### config.mk
export PLATFORM = sky130hd
export DESIGN_NAME = vec_dispatch_queue
export DESIGN_NICKNAME = d
export VERILOG_FILES = /design/src/rtl/vec_dispatch_pkg.sv /design/src/rtl/vec_dispatch_queue.sv
export SDC_FILE = /design/constraint.sdc
export NUM_CORES = 1
export LEC_CHECK = 0
export CAP_MARGIN = 10
export CORE_MARGIN = 2
export CORE_UTILIZATION = 40
export DETAILED_ROUTE_END_ITERATION = 8
export PLACE_DENSITY = 0.66
export RECOVER_POWER = 25
export SLEW_MARGIN = 20
export SYNTH_ARGS = -nofsm -noshare
export SYNTH_HDL_FRONTEND = slang
export SYNTH_SLANG_ARGS = --single-unit
### constraint.sdc
create_clock -name clk_i -period 15.7 [get_ports clk_i]
set_input_delay 3.14 -clock clk_i [delete_from_list [all_inputs] [get_ports clk_i]]
set_output_delay 3.14 -clock clk_i [all_outputs]
set_load 0.01 [all_outputs]
### src/rtl/vec_dispatch_pkg.sv
// vec_dispatch_pkg: shared types and pointer helper for the vector dispatch queue.
package vec_dispatch_pkg;
    localparam int VD_XLEN = 64;
    localparam int VD_TRANS_ID_W = 3;

    typedef struct packed {
        logic [31:0]              instr;
        logic [VD_XLEN-1:0]       rs1;
        logic [VD_XLEN-1:0]       rs2;
        logic [VD_TRANS_ID_W-1:0] trans_id;
    } vec_dispatch_entry_t;

    typedef vec_dispatch_entry_t vec_acc_req_t;

    typedef struct packed {
        logic [VD_TRANS_ID_W-1:0] trans_id;
        logic [VD_XLEN-1:0]       result;
        logic                     exception;
    } vec_acc_resp_t;

    // Raw difference; callers truncate to pointer width so the wrap bit resolves.
    function automatic int unsigned ptr_count(input int unsigned wr, input int unsigned rd);
        return wr - rd;
    endfunction
endpackage

### src/rtl/vec_dispatch_queue.sv
// vec_dispatch_queue: buffers speculative vector instructions, releases committed ones
// to the accelerator, and registers accelerator results back to the scoreboard.
module vec_dispatch_queue
    import vec_dispatch_pkg::*;
#(
    parameter int DEPTH = 4,
    parameter int XLEN = VD_XLEN,
    parameter int TRANS_ID_W = VD_TRANS_ID_W,
    parameter int MAX_OUTSTANDING = 4,
    localparam int PW = $clog2(DEPTH) + 1,
    localparam int OW = $clog2(MAX_OUTSTANDING + 1)
) (
    input  logic                  clk_i,
    input  logic                  rst_i,
    input  logic                  flush_i,
    input  logic                  issue_valid_i,
    output logic                  issue_ready_o,
    input  logic [31:0]           issue_instr_i,
    input  logic [XLEN-1:0]       issue_rs1_i,
    input  logic [XLEN-1:0]       issue_rs2_i,
    input  logic [TRANS_ID_W-1:0] issue_trans_id_i,
    input  logic                  commit_i,
    output logic                  acc_req_valid_o,
    input  logic                  acc_req_ready_i,
    output logic [31:0]           acc_req_instr_o,
    output logic [XLEN-1:0]       acc_req_rs1_o,
    output logic [XLEN-1:0]       acc_req_rs2_o,
    output logic [TRANS_ID_W-1:0] acc_req_trans_id_o,
    input  logic                  acc_resp_valid_i,
    input  logic [TRANS_ID_W-1:0] acc_resp_trans_id_i,
    input  logic [XLEN-1:0]       acc_resp_result_i,
    input  logic                  acc_resp_exception_i,
    output logic                  wb_valid_o,
    output logic [TRANS_ID_W-1:0] wb_trans_id_o,
    output logic [XLEN-1:0]       wb_result_o,
    output logic                  wb_exception_o,
    output logic [OW-1:0]         outstanding_o,
    output logic                  idle_o
);
    logic [PW-1:0] wr_ptr, cm_ptr, rd_ptr, cm_next;
    logic [OW-1:0] outstanding;
    logic full, issue_fire, commit_fire, req_fire, resp_fire;
    vec_dispatch_entry_t entries [DEPTH];
    vec_acc_req_t head;
    vec_acc_resp_t wb_q;
    logic wb_valid_q;

    assign full = PW'(ptr_count(32'(wr_ptr), 32'(rd_ptr))) == PW'(DEPTH);
    assign issue_ready_o = !full && !flush_i;
    assign issue_fire = issue_valid_i && issue_ready_o;
    assign commit_fire = commit_i && (cm_ptr != wr_ptr);
    assign cm_next = cm_ptr + PW'(commit_fire);
    assign head = entries[rd_ptr[PW-2:0]];
    assign acc_req_valid_o = (rd_ptr != cm_ptr) && (outstanding < OW'(MAX_OUTSTANDING));
    assign req_fire = acc_req_valid_o && acc_req_ready_i;
    assign resp_fire = acc_resp_valid_i && (outstanding != '0);

    assign acc_req_instr_o = head.instr;
    assign acc_req_rs1_o = head.rs1;
    assign acc_req_rs2_o = head.rs2;
    assign acc_req_trans_id_o = head.trans_id;
    assign wb_valid_o = wb_valid_q;
    assign wb_trans_id_o = wb_q.trans_id;
    assign wb_result_o = wb_q.result;
    assign wb_exception_o = wb_q.exception;
    assign outstanding_o = outstanding;
    assign idle_o = (wr_ptr == rd_ptr) && (outstanding == '0);

    // Flush rewinds the write pointer to the commit point, after this cycle's commit.
    always_ff @(posedge clk_i or posedge rst_i) begin
        if (rst_i) begin
            wr_ptr <= '0;
            cm_ptr <= '0;
            rd_ptr <= '0;
            outstanding <= '0;
            wb_valid_q <= 1'b0;
            wb_q <= '0;
        end else begin
            wr_ptr <= flush_i ? cm_next : wr_ptr + PW'(issue_fire);
            cm_ptr <= cm_next;
            rd_ptr <= rd_ptr + PW'(req_fire);
            outstanding <= outstanding + OW'(req_fire) - OW'(resp_fire);
            wb_valid_q <= acc_resp_valid_i;
            wb_q <= '{trans_id: acc_resp_trans_id_i, result: acc_resp_result_i,
                      exception: acc_resp_exception_i};
        end
    end

    always_ff @(posedge clk_i) begin
        if (issue_fire)
            entries[wr_ptr[PW-2:0]] <= '{instr: issue_instr_i, rs1: issue_rs1_i,
                                         rs2: issue_rs2_i, trans_id: issue_trans_id_i};
    end

    a_commit_empty: assert property (@(posedge clk_i) disable iff (rst_i)
        commit_i |-> cm_ptr != wr_ptr);
    a_resp_zero: assert property (@(posedge clk_i) disable iff (rst_i)
        acc_resp_valid_i |-> outstanding != '0);
    a_max_out: assert property (@(posedge clk_i) disable iff (rst_i)
        outstanding <= OW'(MAX_OUTSTANDING));
endmodule

==> metrics.cfg <==
[run_status]
status = complete, no violations

[synthesis]
synth_nets = 1240
synth_area_um2 = 26010
yosysMostFrequentCell = edfxtp_1
yosys-top-cells-area = edfxtp_1, mux4_2, dfrtp_1
yosysTopAreaCellShare_pct = 75.28
synth-seq-cells = 733
async_flop_share_pct = 11.05
avgSynthCellArea_um2 = 26.24
synthTopCellsByCount = edfxtp_1, mux4_2, dfrtp_1
ys_types = 24
syn-instance-count = 991
dominantRegCellSynth = edfxtp_1
synth_edf_count = 652
yosys_warnings = 0
ys_seq_area_share_pct = 83.08
synth.largest_area_cell = edfxtp_1

[detailed_routing]
ant_nets = 0
drt_wl_total_um = 54670
drtIter0Drc = 730
drc = 0
route.met3.wl_um = 5034
met1_length_um = 21100
first_pass_iters = 4
route.top_layer_used = met5
wl_per_cell_um = 22.38
dr_wl_met2_um = 27280
vias_per_cell = 4.959
vias = 12120

[clock_network]
cts_max_level = 3
root_buffer = clkbuf_16
post-cts-setup-buffer-count = 0
insertion_delay_ns = 0.60
numCtsBuffers = 76
clk_pin_slew_worst_paths_ns = 0.05
clock-sinks = 733
cts_buffer_depth = 3
cts_tree = yes
cts-resized-gates = 0
cts_hold_buf = 0

[global_routing]
grt_max_degree = 104
antenna_found_initial = 10
grt_pass1_wl_um = 81360
grt_remaining_overflow = 0
grt.total_usage_pct = 16.32
grt_pass1_vias = 13050

[critical_path]
path_cells = clkdlybuf4s50_1, a21oi_1, clkdlybuf4s50_1
crit_path_max_incr_delay_ns = 0.59
slowest_stage = clkdlybuf4s50_1
critical_path_class = primary input to output pin
path_common_cell = clkdlybuf4s50_1
cp-start-kind = primary input
endpoint_kind = output pin
cp_data_arrival_time_ns = 4.52
worstPathMaxFanout = 8
required_ns = 12.56

[run]
maxCapViolations = 0

[floorplanning]
fp.dieW_um = 259.0
die_h_um = 259.0
core_um2 = 64350
num_rows = 93
die_area_um2 = 67070
initial_core_util_pct = 40.42
pin_count = 476

[place]
portBuffers = 475
gp_congestion = 0.7680
dp.final_hpwl_um = 33700

[power]
cellLeakagePower_uw = 0.01129
pwr_density_cell_nw_per_um2 = 175.0
vdd_ir_drop_max_mv = 0.1271

[timing]
setup_viol = 0
drv_slew = 0
rsz0062_at_grt = no
setup_tns_ns = 0
fin_crit_sh_pct = 48.79
max_freq_mhz = 130.5
hold_viol = 0
hold_ws_ns = 0.5573
slew_headroom_pct = 28.82
finClkSkew_ns = 0.01934
worst_pin_slew_ns = 1.068
layout_min_cycle_time_ns = 7.660

[layout]
drive_above_1_share_pct = 18.95
area_growth_pct = 31.44
nNetsFinal = 1773
n_fill_cell = 4860

[hold_path]
hp-class = flip-flop to flip-flop

## cells by family (layout without fill, tap and decap cells)
family / after synthesis / in the layout / synth area share [%]
flops: 733 / 733 / 83.08
simple gates: 15 / 15 / 0.2935
compound gates: 10 / 10 / 0.2261
other cells: 0 / 5 / 0
fa+ha+maj: 11 / 11 / 0.5581
mux: 165 / 165 / 14.20
xor+xnor: 13 / 13 / 0.4378
buf+inv: 44 / 636 / 1.208
## per-stage QoR
stage | instances | power [uW] | setup WS, ns | area (um2) | util [%]
after floorplan | 991 | 3540 | 3.559 | 26010 | -
after global placement | 2301 | 4344 | 8.072 | 31740 | 49.33
after detailed placement | 2301 | 4360 | 8.061 | 31740 | 49.33
after CTS | 2438 | 6105 | 8.050 | 34170 | 53.11
after global routing | 2439 | 6257 | 7.990 | 34180 | 53.11
final | 2443 | 5982 | 8.040 | 34190 | 53.13
## worst max-delay path: cells and delay by family
family,cells,cell delay (ns)
AOI/OAI and AO/OA,1,0.23
buffers and inverters,2,1.15
## placed cells by master, fill, tap and decap left out, types with 8 or more instances in the layout
master,n
buf_4,17
ha_1,10
clkinv_2,14
clkdlybuf4s50_1,313
clkbuf_1,13
mux4_2,163
dlygate4sd3_1,162
clkbuf_16,80
clkinv_1,14
xnor2_1,8
dfrtp_1,79
edfxtp_1,652
## layout make-up
| type | count | area, um2 | share of cell area (%) |
|---|---|---|---|
| repair buffers | 493 | 4902 | 14.34 |
| flip-flops and latches | 733 | 21610 | 63.22 |
| well taps | 855 | 1070 | 3.129 |
| diodes | 5 | 12.51 | 0.03660 |
| multi-input cells | 214 | 4133 | 12.09 |
| inverters | 6 | 23.77 | 0.06954 |
| clock inverters | 41 | 339.1 | 0.9919 |
| clock buffers | 96 | 2092 | 6.120 |
## final timing paths
| check | slack [ns] | cells past startpoint | startpoint | to |
|---|---|---|---|---|
| worst max register to register | 11.45 | 6 | rd_ptr[1]$_DFF_PP0_ | entries[3][89]$_DFFE_PP_ |
| worst min register to register | 0.56 | 1 | rd_ptr[2]$_DFF_PP0_ | rd_ptr[2]$_DFF_PP0_ |
| worst min-delay path | 0.56 | 1 | rd_ptr[2]$_DFF_PP0_ | rd_ptr[2]$_DFF_PP0_ |
| max in group asynchronous | 11.41 | 3 | rst_i | rd_ptr[1]$_DFF_PP0_ |
| min in group asynchronous | 2.97 | 2 | rst_i | wb_result_o[62]$_DFF_PP0_ |
| worst max-delay path | 8.04 | 3 | flush_i | issue_ready_o |
## report_power, final
part           leakage, uW  internal (uW)  switching (uW)
clock              0.00119           1010             712
sequential         0.00686           2390             106
combinational      0.00324            953             810
total               0.0113           4350            1630
## registers in the layout, summed over array words and instances (netlist names), 3 cells and up
register       flops
outstanding_o      3
wr_ptr             3
cm_ptr             3
wb_result_o       64
wb_trans_id_o      3
rd_ptr             3
entries          652
## layer usage
layer	vias to the layer above	GRT usage, %
met4	14	4.897
met5	-	0
met2	455	27.12
met3	92	5.907
met1	6271	20.08
li1	5283	-
(Power assumes the default switching activity.)
